## src/rtl/random_lfsr_mixer_pkg.sv

```systemverilog
// Shared types and constants for the random LFSR mixer.
// Holds the FSM state enum, default Galois tap masks and the default seed.
package random_pkg;

    typedef enum logic {
        IDLE,
        MIX
    } state_e;

    // Maximal-length Galois right-shift feedback masks
    localparam logic [7:0]  TAPS_8  = 8'hB8;
    localparam logic [15:0] TAPS_16 = 16'hB400;
    localparam logic [31:0] TAPS_32 = 32'h8020_0003;

    localparam logic [31:0] SEED_DEFAULT_32 = 32'hFFFF_FFFF;

endpackage

```

## src/rtl/random_lfsr_mixer_lfsr_core.sv

```systemverilog
// Free-running Galois LFSR with seed load and zero lock-up guard.
// Ports: clk, rst (sync, active-high), load_i/seed_i, lfsr_next_o (value after this edge).
module lfsr_core
    import random_pkg::*;
#(
    parameter int               WIDTH        = 32,
    parameter logic [WIDTH-1:0] TAPS         = TAPS_32,
    parameter logic [WIDTH-1:0] SEED_DEFAULT = SEED_DEFAULT_32
) (
    input  logic             clk,
    input  logic             rst,
    input  logic             load_i,
    input  logic [WIDTH-1:0] seed_i,
    output logic [WIDTH-1:0] lfsr_next_o
);

    logic [WIDTH-1:0] lfsr_q;
    logic [WIDTH-1:0] lfsr_d;

    // Load beats the step; an all-zero seed or state is replaced by the default
    always_comb begin
        lfsr_d = lfsr_q >> 1;
        if (load_i) begin
            lfsr_d = (seed_i == '0) ? SEED_DEFAULT : seed_i;
        end else if (lfsr_q == '0) begin
            lfsr_d = SEED_DEFAULT;
        end else if (lfsr_q[0]) begin
            lfsr_d = (lfsr_q >> 1) ^ TAPS;
        end
    end

    always_ff @(posedge clk) begin
        if (rst) begin
            lfsr_q <= SEED_DEFAULT;
        end else begin
            lfsr_q <= lfsr_d;
        end
    end

    assign lfsr_next_o = lfsr_d;

endmodule

```

## src/rtl/random_lfsr_mixer.sv

```systemverilog
// Scramble-request front end: runs a fixed mixing window on a free LFSR and captures a word.
// Ports: clk, rst, mix_en, scramble_req, seed_load, seed -> rand_bits, rand_valid, busy, scramble_count.
module random_lfsr_mixer
    import random_pkg::*;
#(
    parameter int               WIDTH        = 32,
    parameter logic [WIDTH-1:0] TAPS         = TAPS_32,
    parameter logic [WIDTH-1:0] SEED_DEFAULT = SEED_DEFAULT_32,
    parameter int               MIX_CYCLES   = 16,
    parameter int               CNT_W        = 8
) (
    input  logic             clk,
    input  logic             rst,
    input  logic             mix_en,
    input  logic             scramble_req,
    input  logic             seed_load,
    input  logic [WIDTH-1:0] seed,
    output logic [WIDTH-1:0] rand_bits,
    output logic             rand_valid,
    output logic             busy,
    output logic [CNT_W-1:0] scramble_count
);

    localparam int MC_W = (MIX_CYCLES > 1) ? $clog2(MIX_CYCLES) : 1;
    localparam logic [MC_W-1:0] CNT_LOAD = MC_W'(MIX_CYCLES - 1);

    state_e           state_q, state_d;
    logic [MC_W-1:0]  cnt_q, cnt_d;
    logic [WIDTH-1:0] bits_q, bits_d;
    logic             valid_q, valid_d;
    logic [CNT_W-1:0] count_q, count_d;
    logic [WIDTH-1:0] lfsr_next;

    lfsr_core #(
        .WIDTH        (WIDTH),
        .TAPS         (TAPS),
        .SEED_DEFAULT (SEED_DEFAULT)
    ) u_lfsr (
        .clk         (clk),
        .rst         (rst),
        .load_i      (seed_load),
        .seed_i      (seed),
        .lfsr_next_o (lfsr_next)
    );

    always_ff @(posedge clk) begin
        if (rst) begin
            state_q <= IDLE;
            cnt_q   <= '0;
            bits_q  <= '1;
            valid_q <= 1'b0;
            count_q <= '0;
        end else begin
            state_q <= state_d;
            cnt_q   <= cnt_d;
            bits_q  <= bits_d;
            valid_q <= valid_d;
            count_q <= count_d;
        end
    end

    always_comb begin
        state_d = state_q;
        cnt_d   = cnt_q;
        bits_d  = bits_q;
        valid_d = 1'b0;
        count_d = count_q;
        unique case (state_q)
            IDLE: begin
                if (scramble_req && mix_en) begin
                    state_d = MIX;
                    cnt_d   = CNT_LOAD;
                end
            end
            MIX: begin
                if (!mix_en) begin
                    // Abort leaves the last word and the count untouched
                    state_d = IDLE;
                    cnt_d   = '0;
                end else if (cnt_q != '0) begin
                    cnt_d = cnt_q - 1'b1;
                end else begin
                    // Capture the value the LFSR takes on this very edge
                    bits_d  = lfsr_next;
                    valid_d = 1'b1;
                    count_d = count_q + CNT_W'(1);
                    state_d = IDLE;
                end
            end
            default: state_d = IDLE;
        endcase
    end

    assign rand_bits      = bits_q;
    assign rand_valid     = valid_q;
    assign busy           = (state_q == MIX);
    assign scramble_count = count_q;

endmodule

```

## config.mk

```make
export PLATFORM = sky130hd
export DESIGN_NAME = random_lfsr_mixer
export DESIGN_NICKNAME = d
export VERILOG_FILES = /design/src/rtl/random_lfsr_mixer_pkg.sv /design/src/rtl/random_lfsr_mixer_lfsr_core.sv /design/src/rtl/random_lfsr_mixer.sv
export SDC_FILE = /design/constraint.sdc
export NUM_CORES = 1
export LEC_CHECK = 0
export BUFFER_PORTS_ARGS = -buffer_cell sky130_fd_sc_hd__buf_2
export CAP_MARGIN = 20
export CORE_ASPECT_RATIO = 1.2
export CORE_UTILIZATION = 50
export CTS_BUF_LIST = sky130_fd_sc_hd__clkbuf_4 sky130_fd_sc_hd__clkbuf_8
export CTS_CLUSTER_SIZE = 12
export DETAILED_ROUTE_END_ITERATION = 16
export MAX_ROUTING_LAYER = met4
export PLACE_DENSITY = 0.8
export SYNTH_ARGS = -nofsm -noshare
export SYNTH_HDL_FRONTEND = slang
export SYNTH_HIERARCHICAL = 1
export SYNTH_SLANG_ARGS = --single-unit
```

## constraint.sdc

```tcl
create_clock -name clk -period 2.8 [get_ports clk]
set_clock_uncertainty 0.2 [all_clocks]
set_input_delay 0.42 -clock clk [delete_from_list [all_inputs] [get_ports clk]]
set_output_delay 0.42 -clock clk [all_outputs]
set_load 0.005 [all_outputs]
```

* Word level (Yosys, flattened, before mapping) *
Cells that the tools add are included.

cells by class
  $add $sub $neg = 2
  equality and inequality tests = 2
  mux-type cells = 13
  bitwise logic cells = 4
  reduce and logical (&&, ||, !) cells = 7

operators by type and width
  cell                                                                 number
  32-bit two-way mux                                                   4
  32-bit logical NOT                                                   2
  4-bit two-way mux                                                    3
  8-bit by 1-bit adder with 8-bit output (second input constant)       1
  4-bit one-hot mux with 2 select lines                                1
  1-bit two-way mux                                                    4
  3-bit inverter with 4-bit output                                     1
  4-bit nonzero test                                                   1
  4-bit by 1-bit subtractor with 4-bit output (second input constant)  1
  3-bit by 2-bit != test with 1-bit output (second input constant)     1
  1-bit inverter                                                       3
  3-bit AND reduction                                                  1
  3-bit OR reduction                                                   1
  2-bit != test (second input constant)                                1
  1-bit one-hot mux with 2 select lines                                1
  2-bit AND reduction                                                  1
  1-bit logical AND                                                    1

storage, ports and cells
  register bits after elaboration = 78
  bits of input ports = 37
  output and inout port bits = 42
  logic and storage cells = 34

* Depth between registers and ports, before layout *
  word-level depth = 4
  depth in mapped cells = 9
  mapped depth without buffers = 8

* Modules after synthesis *
The synthesis kept the hierarchy.

modules (own cells, without submodules)
  module             times used  cells an instance  area each (sq um)  sequential area each (sq um)
  random_lfsr_mixer  1           198                1924.3             920.9
  lfsr_core          1           145                1584.0             640.6

* Worst setup path before layout *
Ideal clock, no wire load.

  path kind = reg-to-reg
  start point = reg u_lfsr.lfsr_q[0]
  end point = reg bits_q[7] (netlist: rand_bits[7])
  setup time = 120 ps
  arrival time = 1733 ps
  required time = 2480 ps
  path slack = 747 ps
  stages on the path, launching flop included = 10
  buffers on the path = 1
  period minus slack after synthesis = 2053 ps
  path through = dfxtp_1 > inv_1 > ha_1 > nor4b_2 > nand4_1 > o21bai_4 > buf_6 > o22a_1 > and3_1 > a211o_1

on the way
  longest elaborated chain between the ends = 3

ends and longest elaborated chain
  item                      RTL line                           RTL
  start: declaration        random_lfsr_mixer_lfsr_core.sv:17  logic [WIDTH-1:0] lfsr_q;
  start signal: assignment  random_lfsr_mixer_lfsr_core.sv:36  lfsr_q <= lfsr_d;
  32-bit logical NOT        random_lfsr_mixer_lfsr_core.sv:25  end else if (lfsr_q == '0) begin
  32-bit two-way mux        random_lfsr_mixer_lfsr_core.sv:25
  32-bit two-way mux        random_lfsr_mixer_lfsr_core.sv:23  if (load_i) begin
  via lfsr_next[7]          random_lfsr_mixer.sv:32            logic [WIDTH-1:0] lfsr_next;
  end signal: assignment    random_lfsr_mixer.sv:56            bits_q <= bits_d;
  end: declaration          random_lfsr_mixer.sv:29            logic [WIDTH-1:0] bits_q, bits_d;

The timed path passes the listed nets, and every way through them passes these cells.
A chain may end at the register's enable or synchronous reset.

* Worst setup path in the final report *
  start point = reg u_lfsr.lfsr_q[0]
  end point = reg bits_q[24] (netlist: rand_bits[24])

The elaborated chain is that of the path after synthesis.

==> results.cfg <==
[status]
status = complete, no violations

[synthesis]
yosys_warnings = 6
postSynth.asyncResetShare = 0
post_synth_edffs = 0
post-synth-top-area-fraction = 0.445
syn_nets = 384
synth.top_cells.by_area = dfxtp_1 45%, o32a_1 8.8%, a211o_1 8.0%
synth.largest_area_cell = dfxtp_1
synth-main-ff-cell = dfxtp_1
yosys-top-cells-count = 78 x dfxtp_1, 32 x a211o_1, 32 x and3_1
post_synth_inst_count = 343
synthDistinctLibCells = 42
synth_area_mm2 = 0.00351
post-synth-top-count-cell = dfxtp_1
synth_seq_area_share = 0.445
flip_flop_and_latch_count_after_synthesis = 78
syn_area_per_cell_um2 = 10.2

[floorplanning]
start_util = 0.515
die_height_um = 93.8
row_count = 33
floorplan.core_area_mm2 = 0.00681
fp.dieW_um = 78.5
top_level_ports = 79
dieArea_mm2 = 0.00736

[grt]
globalRouteTotalUtil = 0.261
grt_antenna_before_repair = 0
grt_max_degree = 36
globalRouteOverflowTotal = 0
grt_first_pass_wirelength_um = 14500
via_count_of_the_first_global_routing_pass = 3050

[final_layout]
area_growth_pct = 17.8
final_core_util = 0.606
antenna-diode-count = 0
finalInstanceArea_mm2 = 0.00413
design.final.nets = 453
layout.cells.non_filler = 504
layout-drive-gt1-share = 0.283

[clocking]
cts_setup_buffers = 0
clk_latency_ns = 0.35
clk_root_buffer_cell = clkbuf_8
cts-buffers-inserted = 9
tritoncts = done
clock_sink_count = 78
cts_buffer_depth = 2
clkTransAtPathRegs_ns = 0.09
htree_levels = 3
cts-resized-gates = 0
post_cts_hold_buffer_count = 0

[timing]
final-setup-viol-count = 0
slew-limit-headroom = 0.600
setup_tns_ns = 0
grt_setup_unrepaired = no
final_critical_delay_including_setup_and_external_delays_ns = 2.33
finalHoldViolations = 0
worstMarginPinSlew_ns = 0.594
clock.fmax_ghz = 0.429
postLayoutSetupSlackWorst_ns = 0.469
timing.final.max_slew_violations = 0
post-route-period-util = 0.833

[placement]
numPortBuffers = 78
pre_cts_slack_ns = 0.415
hpwl_um = 6000
placed_cells_incl_taps = 488
gp_congestion = 0.846
place_area_mm2 = 0.00394

[job]
maximum_capacitance_violations = 0

[routing]
drcViolationCount = 0
via_count = 3134
drt-vias-per-instance = 6.22
final_antenna_net_count = 0
wire_length_per_cell_um = 17.3
route.final.wire_length_um = 8730
firstDrtPassIters = 5
drt_iter0_drc = 244

[pwr]
cellLeakagePower_nw = 1.65
power.density_cell_area_mw_per_mm2 = 571
ir_drop_mv = 0.306

[critical_path]
worst-setup-path-type = reg -> reg
worstPathMaxFanout = 14
cp_data_arrival_time_ns = 2.43
end_kind = register
reg2reg_setup_slack_ns = 0.47
crit_path_start_kind = register
cp_data_required_time_ns = 2.89

[min_path]
worstHoldPathType = in -> reg
==> registers in the layout, summed over array words and instances, names as in the netlist <==
signal          flops
busy                1
rand_bits          32
u_lfsr/lfsr_q      32
scramble_count      8
cnt_q               4
rand_valid          1
==> through the flow <==
step	hold slack (ns)	total power, W
floorplan	0.261	0.00143
global placement	0.240	0.00153
CTS	0.107	0.00238
detailed placement	0.244	0.00154
global route	0.103	0.00247
finish	0.116	0.00236
==> cells in the final DEF, fill, tap and decap left out, types with 2 or more instances in the layout <==
| cell | count |
|---|---|
| mux2_2 | 4 |
| xor2_1 | 2 |
| a311oi_1 | 2 |
| nor2b_1 | 4 |
| and3_1 | 32 |
| o31ai_1 | 2 |
| o32a_1 | 31 |
| dfxtp_1 | 78 |
| clkinvlp_4 | 3 |
| o21ai_0 | 5 |
| a211oi_1 | 2 |
| o22a_1 | 31 |
| or3_1 | 2 |
| nor4_1 | 17 |
| a21o_1 | 2 |
| nand4bb_1 | 2 |
| inv_1 | 8 |
| nor2_1 | 8 |
| nand2_1 | 6 |
| clkinv_2 | 2 |
| a21oi_1 | 6 |
| clkbuf_8 | 9 |
| ha_1 | 4 |
| buf_4 | 14 |
| a31oi_1 | 2 |
| nand4_1 | 6 |
| nand3_1 | 6 |
| a211o_1 | 32 |
| buf_2 | 78 |
| nor3_1 | 2 |
==> final timing paths <==
kind	to	cells after the start	from
hold reg to reg	rand_bits[21]$_SDFFE_PP1P_	1	rand_bits[21]$_SDFFE_PP1P_
hold / removal	u_lfsr/lfsr_q[26]$_SDFF_PP1_	2	seed[26]
setup reg to reg	rand_bits[24]$_SDFFE_PP1P_	9	u_lfsr/lfsr_q[0]$_SDFF_PP1_
setup / recovery	rand_bits[24]$_SDFFE_PP1P_	9	u_lfsr/lfsr_q[0]$_SDFF_PP1_
==> kinds of logic (layout without fill, tap and decap cells) <==
group | count (synthesis) | in the layout | synth area share
DFF | 78 | 78 | 0.445
adders and majority gates | 4 | 4 | 0.0143
buffers and inverters | 43 | 117 | 0.0653
AOI/OAI and AO/OA | 119 | 119 | 0.296
xor gates and xnor gates | 2 | 2 | 0.00499
muxes | 4 | 4 | 0.0128
and+or+nand+nor | 93 | 93 | 0.162
==> critical path, stage by stage, from the launching register on <==
cell      delay [ns]
dfxtp_1         0.37
inv_1           0.08
ha_1            0.13
nor4b_2         0.21
nand4_1         0.23
o21bai_4        0.42
buf_4           0.26
o22a_1          0.15
and3_1          0.14
a211o_1         0.09
==> power by group <==
group | switching (W) | internal, W
Sequential | 0.0000467 | 0.00116
Combinational | 0.000171 | 0.000143
Clock | 0.000420 | 0.000419
Total | 0.000637 | 0.00172
==> layer usage <==
metal  GRT usage  up-vias  wire length (um)
met3      0.0563       16               450
met2       0.414       88              4200
met4       0.113        0               185
met5           -        -                 0
li1            -     1505                 -
met1       0.319     1525              3890
==> area by class of cell <==
| class | count | area (um^2) |
|---|---|---|
| flip-flops and latches | 78 | 1560 |
| multi-input cells | 222 | 1720 |
| clock buffers | 10 | 131 |
| fillers | 598 | 2680 |
| repair buffers | 93 | 515 |
| clock inverters | 6 | 62.6 |
| inverters | 8 | 30.0 |
| well taps | 87 | 109 |
No activity file was read; power rests on OpenSTA's default activity.
